**src/rtl/fft_peak_detect.sv**
```systemverilog
// rtl/fft_peak_detect.sv - strongest-bin and threshold detector on the FFT output stream
// Frames of N=2**N_2 bins are squared, searched for the maximum, and reported two edges after the last bin.
module fft_peak_detect #(
  parameter int WIDTH   = 16,
  parameter int N_2     = 5,
  parameter int SKIP_DC = 1
) (
  input  logic                 clk,
  input  logic                 reset,
  input  logic                 in_valid,
  input  logic [2*WIDTH-1:0]   in_data,
  input  logic [2*WIDTH-1:0]   threshold,
  output logic                 peak_valid,
  output logic [N_2-1:0]       peak_idx,
  output logic [2*WIDTH-1:0]   peak_mag,
  output logic                 above,
  output logic                 frame_err,
  output logic                 busy
);

  localparam logic [1:0] IDLE  = 2'd0;
  localparam logic [1:0] ACCUM = 2'd1;
  localparam logic [1:0] HOLD  = 2'd2;

  localparam logic [N_2-1:0] LAST_IDX  = {N_2{1'b1}};
  localparam logic [N_2-1:0] FIRST_IDX = (SKIP_DC != 0) ? N_2'(1) : '0;

  logic [1:0]           state_q, state_d;
  logic [N_2-1:0]       cnt_q, cnt_d;
  logic                 accept, abort;
  logic [N_2-1:0]       acc_idx;

  logic                 cap_valid_q;
  logic [2*WIDTH-1:0]   cap_data_q;
  logic [N_2-1:0]       cap_idx_q;

  logic                 s1_valid_q, s1_first_q, s1_last_q;
  logic [2*WIDTH-1:0]   s1_mag_q;
  logic [N_2-1:0]       s1_idx_q;

  logic [2*WIDTH-1:0]   max_mag_q;
  logic [N_2-1:0]       max_idx_q;

  logic                 peak_valid_q, above_q, frame_err_q;
  logic [N_2-1:0]       peak_idx_q;
  logic [2*WIDTH-1:0]   peak_mag_q;

  always_comb begin
    state_d = state_q;
    cnt_d   = cnt_q;
    accept  = 1'b0;
    abort   = 1'b0;
    acc_idx = cnt_q;
    case (state_q)
      IDLE: begin
        if (in_valid) begin
          accept  = 1'b1;
          acc_idx = '0;
          cnt_d   = N_2'(1);
          state_d = ACCUM;
        end
      end
      ACCUM: begin
        if (in_valid) begin
          accept = 1'b1;
          cnt_d  = cnt_q + 1'b1;
          if (cnt_q == LAST_IDX) begin
            cnt_d   = '0;
            state_d = HOLD;
          end
        end else begin
          abort   = 1'b1;
          cnt_d   = '0;
          state_d = IDLE;
        end
      end
      HOLD: begin
        if (!in_valid) state_d = IDLE;
      end
      default: state_d = IDLE;
    endcase
  end

  // Sign-extend before squaring so the full-scale product (-2^(W-1))^2 stays exact.
  logic signed [2*WIDTH-1:0] re_ext, im_ext, re_sq, im_sq;
  logic [2*WIDTH-1:0]        mag_comb;

  assign re_ext   = {{WIDTH{cap_data_q[2*WIDTH-1]}}, cap_data_q[2*WIDTH-1:WIDTH]};
  assign im_ext   = {{WIDTH{cap_data_q[WIDTH-1]}}, cap_data_q[WIDTH-1:0]};
  assign re_sq    = re_ext * re_ext;
  assign im_sq    = im_ext * im_ext;
  assign mag_comb = $unsigned(re_sq) + $unsigned(im_sq);

  logic                 take_new;
  logic [2*WIDTH-1:0]   new_mag;
  logic [N_2-1:0]       new_idx;

  // Strictly greater replaces, so on a tie the earlier (lower) bin survives.
  assign take_new = s1_first_q || (s1_mag_q > max_mag_q);
  assign new_mag  = take_new ? s1_mag_q : max_mag_q;
  assign new_idx  = take_new ? s1_idx_q : max_idx_q;

  always_ff @(posedge clk) begin
    if (!reset) begin
      state_q      <= IDLE;
      cnt_q        <= '0;
      cap_valid_q  <= 1'b0;
      cap_data_q   <= '0;
      cap_idx_q    <= '0;
      s1_valid_q   <= 1'b0;
      s1_first_q   <= 1'b0;
      s1_last_q    <= 1'b0;
      s1_mag_q     <= '0;
      s1_idx_q     <= '0;
      max_mag_q    <= '0;
      max_idx_q    <= '0;
      peak_valid_q <= 1'b0;
      peak_idx_q   <= '0;
      peak_mag_q   <= '0;
      above_q      <= 1'b0;
      frame_err_q  <= 1'b0;
    end else begin
      state_q      <= state_d;
      cnt_q        <= cnt_d;
      cap_valid_q  <= accept && ((SKIP_DC == 0) || (acc_idx != '0));
      cap_data_q   <= in_data;
      cap_idx_q    <= acc_idx;
      s1_valid_q   <= cap_valid_q && !abort;
      s1_mag_q     <= mag_comb;
      s1_idx_q     <= cap_idx_q;
      s1_first_q   <= (cap_idx_q == FIRST_IDX);
      s1_last_q    <= (cap_idx_q == LAST_IDX);
      peak_valid_q <= 1'b0;
      frame_err_q  <= abort;
      if (abort) begin
        max_mag_q <= '0;
        max_idx_q <= '0;
      end else if (s1_valid_q) begin
        max_mag_q <= new_mag;
        max_idx_q <= new_idx;
        if (s1_last_q) begin
          peak_valid_q <= 1'b1;
          peak_idx_q   <= new_idx;
          peak_mag_q   <= new_mag;
          above_q      <= (new_mag >= threshold);
        end
      end
    end
  end

  assign peak_valid = peak_valid_q;
  assign peak_idx   = peak_idx_q;
  assign peak_mag   = peak_mag_q;
  assign above      = above_q;
  assign frame_err  = frame_err_q;
  assign busy       = (state_q == ACCUM);

endmodule
```
**config.mk**
```make
export PLATFORM = sky130hd
export DESIGN_NAME = fft_peak_detect
export DESIGN_NICKNAME = d
export VERILOG_FILES = /design/src/rtl/fft_peak_detect.sv
export SDC_FILE = /design/constraint.sdc
export NUM_CORES = 2
export LEC_CHECK = 0
export ABC_AREA = 1
export BUFFER_PORTS_ARGS = -buffer_cell sky130_fd_sc_hd__buf_2
export CAP_MARGIN = 20
export CORE_ASPECT_RATIO = 1.5
export CORE_MARGIN = 2
export CORE_UTILIZATION = 55
export CTS_CLUSTER_SIZE = 25
export DETAILED_ROUTE_END_ITERATION = 6
export GPL_ROUTABILITY_DRIVEN = 0
export PLACE_DENSITY_LB_ADDON = 0.25
export SLEW_MARGIN = 20
export SYNTH_ARGS = -nofsm -noshare
export SYNTH_HDL_FRONTEND = slang
export SYNTH_SLANG_ARGS = --single-unit
```
**constraint.sdc**
```tcl
create_clock -name clk -period 20.2 [get_ports clk]
set_input_delay 1.01 -clock clk [delete_from_list [all_inputs] [get_ports clk]]
set_output_delay 1.01 -clock clk [all_outputs]
set_load 0.03 [all_outputs]
```
# == Yosys cells after proc, flatten, opt, wreduce, memory -nomap -nowiden ==
# Cells that the tools add are included.
# op_classes
n_addsub,2
n_mul,2
n_lt_le_gt_ge,2
eq_ne,8
n_mux,18
n_bitwise,3
reduce_logical,13
# ops
op,count
$mul 16x16->32,2
$add 32x32->32,1
$ge 32x32->1,1
$gt 32x32->1,1
$mux 32,1
$mux 5,6
$eq 5x5->1 const B,2
$pmux 5 s2,1
$mux 2,4
$pmux 2 s3,1
$reduce_and 3->1,2
$add 5x1->5 const B,1
$eq 5x1->1 const B,1
$mux 1,5
$reduce_bool 5->1,1
$ne 2x2->1 const B,2
$reduce_or 2->1,2
$ne 3x2->1 const B,1
$not 1->1,3
$reduce_or 3->1,1
$eq 2x1->1 const B,1
$eq 2x2->1 const B,1
$logic_and 1x1->1,2
$logic_not 2->1,1
other kinds (4),4
# totals
regBits,162
input_bits,67
out_inout_bits,41
word_cells,65

# == Longest topological paths before layout ==
# depth
ltp_word,4
depth_mapped,30
mapped_depth_nobuf,29

# == Worst setup path after synthesis ==
# OpenSTA, ideal clock, no wires.
# synth_path
kind,flip-flop to flip-flop
start,register cap_data_q[1]
end,register s1_mag_q[29]
setup_time_ns,0.070
arrival_time_ns,6.659
required_time_ns,20.130
setup_slack_ns,13.471
path_stages_with_launch,24
path_buffers,3
period_less_slack_ns,6.729
path_cell_list,dfxtp_1 -> clkbuf_1 -> clkbuf_1 -> nand2_1 -> fa_1 -> fa_1 -> fa_1 -> fa_1 -> inv_1 -> fa_1 -> inv_1 -> fa_1 -> fa_1 -> fa_1 -> inv_1 -> ha_1 -> buf_2 -> nand2_1 -> nor2_1 -> nand2_1 -> or2_2 -> o21ai_0 -> o21ai_0 -> a21oi_1
# synth_between
elab_chain_len,2
# synth_rtl
item,line_no,rtl
start: declaration,34,logic [2*WIDTH-1:0] cap_data_q;
start signal: assignment,126,cap_data_q <= in_data;
$mul 16x16->32,91,assign im_sq = im_ext * im_ext;
$add 32x32->32,92,assign mag_comb = $unsigned(re_sq) + $unsigned(im_sq);
end signal: assignment,129,s1_mag_q <= mag_comb;
end: declaration,38,logic [2*WIDTH-1:0] s1_mag_q;
# No other way between the ends.
# A chain may end at the register's enable or synchronous reset.

# == Final worst setup path ==
# layout_path
start,register cap_data_q[15]
end,register s1_mag_q[30]
# The elaborated chain is that of the path after synthesis.

==> metrics <==
outcome completed; first-pass GRT wire length around 100000 um; total negative slack 0 ns; crit-path max FO 21; H-tree levels 4; worst path required time 20.57 ns; largest net degree at the start of global routing 76; ys async rst share 0%; max_slew headroom 27.2%; Clock transition at path regs 0.08 ns; Critical Path Start cap_data_q[15]; mux contribution to synthesized area 0%; worst r2r path cells 23; most frequent cells in the layout inv_1, nand2_1, fa_1; core area 46400 um^2; compound-cell area share of the yosys netlist 4.33%; Via-to-Cell Ratio 5.06; Die Span Y 269 um; maximum VDD drop 0.117 mV; worst hold slack 0.411 ns; Leak 16.1 nW; vias in the first global route roughly 21000; clk_lat worst skew 0.45 ns; Post-Syn Area 25700 um^2; simple-gate share of the synthesized area between 10% and 20%; Clock Sinks around 160; initial antenna violation count 0; total power 3.67 mW; syn avg cell area 8.20 um^2; Finished Core Util just under 60%; Final Max Tran Viols 0; critical path endpoint s1_mag_q[30]; CTS Hold Buffers Added 0; gr ovfl total 0; Inserted Clock Buffers 17; min Tclk post-route 7.73 ns; final hold vios 0; Synthesized Nets 3933; Main synth FF type dfxtp_1; min-delay worst type flop to flop; Root Driver clkbuf_16; Die ar. 48500 um^2; Final ANT Viol Nets 0; Residual DRC 0; Crit Reg-Reg Startpoint cap_data_q[15]; Crit path arrival time between 8 and 9 ns; Synth Register Bits ~160; CTS tree yes; fin cells 3783; Post-CTS Setup Inserts 0; cts repair resizes 0; FF-to-FF setup slack roughly 12 ns; Layout Nets 3976; P per Cell Area about 130 nW/um^2; I/O pin total 108; Setup violations, final 0; RSZ-0062 raised after global routing no; commonest non-fill, non-tap cell in the layout inv_1; DIE WIDTH 180 um; initial DRC count 1051; maxcap violations 0; fmax approximately 130 MHz; largest family of logic cells by synthesized area adder cells; Avg WL per Cell 15.8 um; adder-cell area share of the yosys netlist 50.9%; Clock Path Buffers 2; share of cells above drive strength 1 6.37%; dpl cells 3751; Layout Skew between 0.015 and 0.02 ns; diode count 0; Crit. End Element flop; Synth cell types between 40 and 50; reg2reg end s1_mag_q[30]; synth warn 0; Final Cycle Share 38.3%; overall routed net length 59800 um; starting density of the core 55.4%; Cells after Synth 3133; crit path kind flop to flop; num rows 97; register area share after synthesis 12.6%; Setup crit start kind flop; I/O Buffers ~110; EDFF count, synth 0; detailed placement HPWL 50400 um; GRT Total Usage 25.9%; Post-Synth XOR/XNOR Area 0.989%; Worst Tran Pin Value 1.09 ns; Area Growth Syn to Fin 6.20%; DRT Pass-1 Iters 5; routed vias between 15000 and 20000
==> worst max-delay path, stage by stage, from the launching register on <==
cell and delay (ns):
dfxtp_1 0.86, inv_1 0.55, or2_2 0.44, xor2_1 0.15, ha_1 0.30, inv_1 0.06, fa_1 0.52, inv_1 0.06
fa_1 0.51, fa_1 0.44, fa_1 0.54, fa_1 0.43, fa_1 0.50, inv_1 0.08, fa_1 0.50, inv_1 0.05
ha_1 0.38, a21oi_1 0.14, o21ai_0 0.27, a21oi_1 0.13, or2_2 0.29, nand3_1 0.17, o21ai_0 0.11, a21oi_1 0.17
==> cell usage after synthesis (2+ instances only) <==
library cell	number	area share, %
or2_2	8	0.19
inv_1	956	14
a31o_2	3	0.10
buf_2	8	0.16
nand3_2	18	0.70
o21ai_2	2	0.068
nor2_1	171	2.5
a21oi_1	118	2.3
o21bai_1	7	0.20
o21a_1	11	0.32
a21boi_0	2	0.058
buf_6	4	0.18
buf_1	6	0.088
dfxtp_1	162	13
nor3_1	10	0.19
nand4_1	14	0.34
clkbuf_1	87	1.3
fa_1	519	40
buf_12	2	0.16
nand3_1	117	2.3
o211ai_1	3	0.088
nand2_1	592	8.7
xor2_1	15	0.51
o21ai_0	38	0.74
nand2_2	2	0.049
xnor2_1	14	0.48
a21o_1	9	0.26
nand3b_1	4	0.12
ha_1	214	10
nor2_2	2	0.049
==> how the worst min path moves through the flow <==
stage                 from    endpoint  slack (ns)  depth (start not counted)
6_report       cap_valid_q  s1_valid_q        0.41                          2
5_1_grt        cap_valid_q  s1_valid_q        0.45                          2
4_1_cts        cap_valid_q  s1_valid_q        0.42                          2
3_5_place_dp   cap_valid_q  s1_valid_q        0.41                          2
3_3_place_gp   cap_valid_q  s1_valid_q        0.40                          2
2_1_floorplan  cap_valid_q  s1_valid_q        0.39                          2
==> state kept, by name (all words and copies together) (netlist names) <==
| register | count |
|---|---|
| cap_data_q | 32 |
| max_mag_q | 32 |
| peak_mag | 32 |
| s1_mag_q | 32 |
| cap_idx_q | 5 |
| cnt_q | 5 |
| max_idx_q | 5 |
| peak_idx | 5 |
| s1_idx_q | 5 |
| state_q | 2 |
| above | 1 |
| cap_valid_q | 1 |
| frame_err | 1 |
| peak_valid | 1 |
| s1_first_q | 1 |
| s1_last_q | 1 |
| s1_valid_q | 1 |
==> kinds of logic (layout without fill, tap and decap cells) <==
| kind of cell | after synthesis | after routing |
|---|---|---|
| AOI/OAI and AO/OA | 199 | 199 |
| xor gates and xnor gates | 29 | 29 |
| adders and majority gates | 733 | 733 |
| buffers and inverters | 1066 | 1122 |
| DFF | 162 | 162 |
| other | 1 | 1 |
| and+or+nand+nor | 943 | 943 |
==> per-layer routing <==
metal	global-route usage (%)	vias to the layer above	wire (um)
li1	-	9099	-
met1	28.9	9342	22600
met2	49.4	535	32100
met3	3.05	154	2460
met4	11.5	0	2640
met5	0	-	0
==> final cells by class <==
type                            instances  area, um^2
Fill cell                            4132       19100
Multi-Input combinational cell       1905       18300
Inverter                              957        3590
Sequential cell                       162        3240
Tap cell                              594         743
Timing Repair Buffer                  133         731
Clock buffer                           17         425
Clock inverter                         15         189
==> report_power, final <==
| part | internal, mW | switching, mW |
|---|---|---|
| Clock | 0.189 | 0.164 |
| Combinational | 1.07 | 1.86 |
| Sequential | 0.364 | 0.0279 |
==> metrics by stage <==
step	setup slack [ns]	cell area (um^2)
after floorplan	13.47	25700
after global placement	12.83	26700
after detailed placement	12.61	26700
after CTS	12.54	27300
after global routing	11.99	27300
final	12.47	27300
Power figures use the tool's default switching activity.
